### src/rtl/aui_rx_pkg.sv
// Shared types for the RX flow combiner: block width, block pair payload and FSM states.
package aui_rx_pkg;

    localparam int unsigned BITS_BLOCK = 257;

    typedef logic [BITS_BLOCK-1:0] block_t;

    typedef struct packed {
        block_t f1;
        block_t f0;
    } block_pair_t;

    typedef enum logic [1:0] {
        IDLE    = 2'd0,
        EMIT_F0 = 2'd1,
        EMIT_F1 = 2'd2
    } state_e;

endpackage

### src/rtl/pair_fifo.sv
// Synchronous FIFO of block pairs; a push is still accepted when full if a pop happens in the same cycle.
module pair_fifo
    import aui_rx_pkg::*;
#(
    parameter int unsigned DEPTH = 4
) (
    input  logic                    clk,
    input  logic                    rst,
    input  logic                    push,
    input  block_pair_t             push_data,
    input  logic                    pop,
    output block_pair_t             head,
    output logic                    full,
    output logic                    empty,
    output logic [$clog2(DEPTH):0]  count
);

    localparam int unsigned AW = $clog2(DEPTH);
    localparam int unsigned CW = AW + 1;

    block_pair_t   mem_q [DEPTH];
    logic [AW-1:0] wr_ptr_q, wr_ptr_d;
    logic [AW-1:0] rd_ptr_q, rd_ptr_d;
    logic [CW-1:0] count_q, count_d;
    logic          wr_en;
    logic          rd_en;

    always_comb begin
        rd_en    = pop && (count_q != '0);
        wr_en    = push && ((count_q != CW'(DEPTH)) || rd_en);
        wr_ptr_d = wr_en ? wr_ptr_q + AW'(1) : wr_ptr_q;
        rd_ptr_d = rd_en ? rd_ptr_q + AW'(1) : rd_ptr_q;
        count_d  = count_q + CW'(wr_en) - CW'(rd_en);
    end

    always_ff @(posedge clk) begin
        if (rst) begin
            wr_ptr_q <= '0;
            rd_ptr_q <= '0;
            count_q  <= '0;
        end else begin
            wr_ptr_q <= wr_ptr_d;
            rd_ptr_q <= rd_ptr_d;
            count_q  <= count_d;
        end
    end

    // Storage needs no reset: pointers and count define validity.
    always_ff @(posedge clk) begin
        if (wr_en) begin
            mem_q[wr_ptr_q] <= push_data;
        end
    end

    assign head  = mem_q[rd_ptr_q];
    assign full  = (count_q == CW'(DEPTH));
    assign empty = (count_q == '0);
    assign count = count_q;

endmodule

### src/rtl/flow_combiner.sv
// Re-serialises descrambled flow_0/flow_1 block pairs into one ordered block stream.
module flow_combiner
    import aui_rx_pkg::*;
#(
    parameter int unsigned DEPTH     = 4,
    parameter int unsigned CNT_WIDTH = 32
) (
    input  logic                    clk,
    input  logic                    rst,
    input  logic                    i_valid,
    input  logic [BITS_BLOCK-1:0]   flow_0,
    input  logic [BITS_BLOCK-1:0]   flow_1,
    output logic [BITS_BLOCK-1:0]   data_out,
    output logic                    o_valid,
    output logic [$clog2(DEPTH):0]  o_fill,
    output logic                    o_overflow,
    output logic [CNT_WIDTH-1:0]    o_block_count
);

    localparam int unsigned FW = $clog2(DEPTH) + 1;

    state_e               state_q, state_d;
    block_t               data_q, data_d;
    logic                 valid_q, valid_d;
    logic                 ovf_q, ovf_d;
    logic [CNT_WIDTH-1:0] cnt_q, cnt_d;

    block_pair_t   in_pair;
    block_pair_t   head;
    block_pair_t   src;
    logic          pop;
    logic          full;
    logic          empty;
    logic [FW-1:0] fill;

    pair_fifo #(
        .DEPTH (DEPTH)
    ) u_fifo (
        .clk       (clk),
        .rst       (rst),
        .push      (i_valid),
        .push_data (in_pair),
        .pop       (pop),
        .head      (head),
        .full      (full),
        .empty     (empty),
        .count     (fill)
    );

    always_comb begin
        in_pair.f0 = flow_0;
        in_pair.f1 = flow_1;
        state_d    = state_q;
        data_d     = data_q;
        valid_d    = 1'b0;
        pop        = 1'b0;
        // An empty FIFO in IDLE forwards the incoming pair directly.
        src        = empty ? in_pair : head;
        case (state_q)
            IDLE: begin
                if (!empty || i_valid) begin
                    data_d  = src.f0;
                    valid_d = 1'b1;
                    state_d = EMIT_F1;
                end
            end
            EMIT_F1: begin
                data_d  = head.f1;
                valid_d = 1'b1;
                pop     = 1'b1;
                // A push alongside a pop is always accepted, so it counts as a further pair.
                state_d = ((fill > FW'(1)) || i_valid) ? EMIT_F0 : IDLE;
            end
            EMIT_F0: begin
                data_d  = head.f0;
                valid_d = 1'b1;
                state_d = EMIT_F1;
            end
            default: begin
                state_d = IDLE;
            end
        endcase
        ovf_d = ovf_q | (i_valid & full & ~pop);
        cnt_d = cnt_q + CNT_WIDTH'(valid_d);
    end

    always_ff @(posedge clk) begin
        if (rst) begin
            state_q <= IDLE;
            data_q  <= '0;
            valid_q <= 1'b0;
            ovf_q   <= 1'b0;
            cnt_q   <= '0;
        end else begin
            state_q <= state_d;
            data_q  <= data_d;
            valid_q <= valid_d;
            ovf_q   <= ovf_d;
            cnt_q   <= cnt_d;
        end
    end

    assign data_out      = data_q;
    assign o_valid       = valid_q;
    assign o_fill        = fill;
    assign o_overflow    = ovf_q;
    assign o_block_count = cnt_q;

endmodule
### config.mk
export PLATFORM = sky130hd
export DESIGN_NAME = flow_combiner
export DESIGN_NICKNAME = d
export VERILOG_FILES = /design/src/rtl/aui_rx_pkg.sv /design/src/rtl/pair_fifo.sv /design/src/rtl/flow_combiner.sv
export SDC_FILE = /design/constraint.sdc
export NUM_CORES = 2
export LEC_CHECK = 0
export BUFFER_PORTS_ARGS = -buffer_cell sky130_fd_sc_hd__clkbuf_2
export CAP_MARGIN = 25
export CORE_MARGIN = 2
export CORE_UTILIZATION = 60
export DETAILED_ROUTE_END_ITERATION = 16
export GPL_TIMING_DRIVEN = 0
export PLACE_DENSITY_LB_ADDON = 0.1
export SETUP_SLACK_MARGIN = 0.5
export SLEW_MARGIN = 25
export SYNTH_ARGS = -nofsm -noshare
export SYNTH_HDL_FRONTEND = slang
export SYNTH_HIERARCHICAL = 1
export SYNTH_SLANG_ARGS = --single-unit
### constraint.sdc
create_clock -name clk -period 51.8 [get_ports clk]
set_clock_uncertainty 0.2 [all_clocks]
set_input_delay 10.36 -clock clk [delete_from_list [all_inputs] [get_ports clk]]
set_output_delay 10.36 -clock clk [all_outputs]
set_load 0.05 [all_outputs]
==> impl_metrics.yaml <==
status:
  status: "finished clean"
yosys:
  yosysTopAreaCell: "edfxtp_1"
  syn_inst: 4970
  synth.area.top_cells: "edfxtp_1, mux4_2, dfxtp_1, mux2_2, nand2_1"
  synth_flop_cell: "edfxtp_1"
  ys_ff_latch: 2358
  async_flop_share_pct: 0
  avgSynthCellArea_um2: 18.6
  synthesis.area_mm2: 0.0925
  netlist.area_leader.share_pct: 66.7
  ys_seq_area_share_pct: 73.3
  synth-edff-count: 2056
  ys_warn_count: 6
  syn_nets: 5500
  synth_cell_types: 46
power_and_ir_drop:
  internal-power_mw: 4.07
  seq_power_share_pct: 39.2
  p_comb_share_pct: 33.9
  p_leak_nw: 36.0
  p_sw_mw: 2.08
  power_frac_clock_pct: 26.9
  power_density_mw_per_mm2: 56.8
  irDropWorstVdd_uv: 45.9
  swShare_pct: 33.9
drt:
  first_pass_iters: 5
  drtAntennaViolNets: 0
  drtIter0Drc: 5165
  vias_per_cell: 6.27
  wl_per_cell_um: 28.8
  wl_mm: 241
  drc: 0
  vias: 52500
timing:
  worst_pin_slew_ps: 1070
  maxSlewHeadroom_pct: 28.9
  holdWs_ps: 253
  rsz0062_at_grt: "no"
  fin_crit_sh_pct: 25.2
  hold_viol_final: 0
  finalCriticalPeriod_ps: 13030
  max_freq_mhz: 76.7
  setup-violations-final: 0
  drv_slew: 0
  fin_tns_setup_ps: 0
layout:
  fin_area_mm2: 0.108
  layout-drive-gt1-share_pct: 34.5
  syn2layout_area_growth_pct: 17.0
  layout.nets: 6595
  final_core_util_pct: 70.5
critical_path:
  slowest_stage: "and2_4"
  cp_cell_sequence: "clkbuf_2, a21boi_1, and2_4, buf_16, buf_16, buf_12, buf_12, buf_16"
  criticalPathCategory: "input pin to register"
  arrival_ps: 13350
  cp.required_ps: 52120
  cpPeakStageDelay_ps: 650
  setup.worst_path.start_class: "input pin"
  crit_fanout: 42
  setup.worst_path.end_class: "register"
  crit_top_cell: "buf_16"
die:
  core_mm2: 0.154
  fp.dieW_um: 397
  die-area_mm2: 0.157
  rows: 144
  io_pins: 811
  fp.dieH_um: 397
  start_util_pct: 60.3
grt:
  grt_usage_pct: 30.5
  grt_max_degree: 45
  grt_pass1_wl_mm: 349
  grt-ovfl-total: 0
  first_global_vias: 52000
  antenna_found_initial: 110
clock_tree:
  cts_buffers: 224
  htree_levels: 4
  post_cts_buffers: 0
  worstSkewPairLatency_ps: 850
  clk_pin_slew_ps: 60
  tritoncts: "built"
  cts_resized: 0
  cts.sinks: 2358
  clockRootBuffer: "clkbuf_16"
  clock_path_buffers: 3
  cts-hold-fix-buffers: 0
flow_run:
  cap_violations: 0
placed_design:
  gp_congestion: 0.857
  io_buffers: 809
  hpwlAfterDp_mm: 163
  dpl_cell_area_mm2: 0.101
worst_hold_path:
  hold_class: "register to register"
[registers in the layout (all words and copies together), names as in the netlist, named ones only]
signal,flops
u_fifo/mem_q,2056
data_out,257
o_block_count,32
u_fifo/count,3
state_q,2
u_fifo/rd_ptr_q,2
u_fifo/wr_ptr_q,2
o_overflow,1
o_valid,1
[per-stage QoR]
stage,cells,power (mW),setup slack [ps]
detailed placement,7883,4.52,37870
global route,8357,6.39,38660
global placement,7823,4.64,18170
finish,8373,6.15,38770
CTS,8308,6.17,38790
floorplan,4970,3.97,28310
[power by group through the flow]
| stage | Sequential [mW] | Clock (mW) | Combinational [mW] |
|---|---|---|---|
| 6_report | 2.41 | 1.66 | 2.08 |
| 4_1_cts | 2.41 | 1.68 | 2.09 |
| 3_5_place_dp | 2.45 | 0 | 2.08 |
| 5_1_grt | 2.43 | 1.75 | 2.22 |
| 3_3_place_gp | 2.63 | 0 | 2.01 |
| 2_1_floorplan | 2.78 | 0 | 1.19 |
[worst max-delay path: cells and delay by family]
kind            cells  cell delay (ps)
buf+inv             6             1600
simple gates        1              650
compound gates      1              570
[layout make-up]
type,count,area [um2]
Sequential cell,2358,67800
Clock inverter,116,1220
Fill cell,9844,45200
Timing Repair Buffer,869,5490
Tap cell,2044,2560
Inverter,9,33.8
Multi-Input combinational cell,2249,22800
Clock buffer,309,6290
Buffer,354,1880
Antenna cell,65,163
[layer usage]
metal / wire length [um] / track usage (%) / vias to the layer above
met3: 23100 / 8.43 / 471
met5: 450 / 0 / -
met1: 91100 / 40.7 / 26900
met2: 117000 / 47.9 / 2422
li1: - / - / 22600
met4: 8960 / 12.7 / 76
[synth_stat cells (5+ instances only)]
library cell     n
nand4_1         16
nor2_1          24
a22oi_1        256
o211ai_1       256
nor2b_1          7
and2_1           7
or3_1            9
and3_1           5
buf_2           86
nor3_1           6
ha_1            12
clkbuf_1       199
xor2_1           8
o21ai_0         13
buf_6           54
inv_1            9
mux4_2         514
edfxtp_1      2056
mux2_2         260
or4_1            7
nand2_1        522
dfxtp_1        302
o31ai_1          8
a21oi_1        278
nand3_1          8
buf_1           12
[layout by cell type, fill, tap and decap left out, types with 230 or more instances in the layout]
master     Yosys  layout
a21oi_1      278     277
edfxtp_1    2056    2056
o211ai_1     256     256
clkbuf_2       1     830
dfxtp_1      302     302
a22oi_1      256     256
clkbuf_1     199     234
nand2_1      522     522
clkbuf_16      0     230
mux2_2       260     260
mux4_2       514     514
[final timing paths]
kind	start	endpoint	slack, ps	cells past startpoint
worst min-delay path	data_out[165]	data_out[165]	250	2
worst max register to register	state_q[0]	o_block_count[31]	47200	11
worst max-delay path	i_valid	u_fifo/mem_q[1][307]	38770	8
worst min register to register	data_out[165]	data_out[165]	250	2
[cells by family (layout without fill, tap and decap cells)]
family          after synthesis  after routing  share of synthesized area [%]
compound gates              818            818                           5.85
other cells                   0             65                              0
buf+inv                     363           1657                           2.04
mux                         776            776                           15.7
fa+ha+maj                    13             13                          0.184
flops                      2358           2358                           73.3
simple gates                630            630                           2.83
xor+xnor                     12             12                          0.114
(Power assumes the default switching activity.)
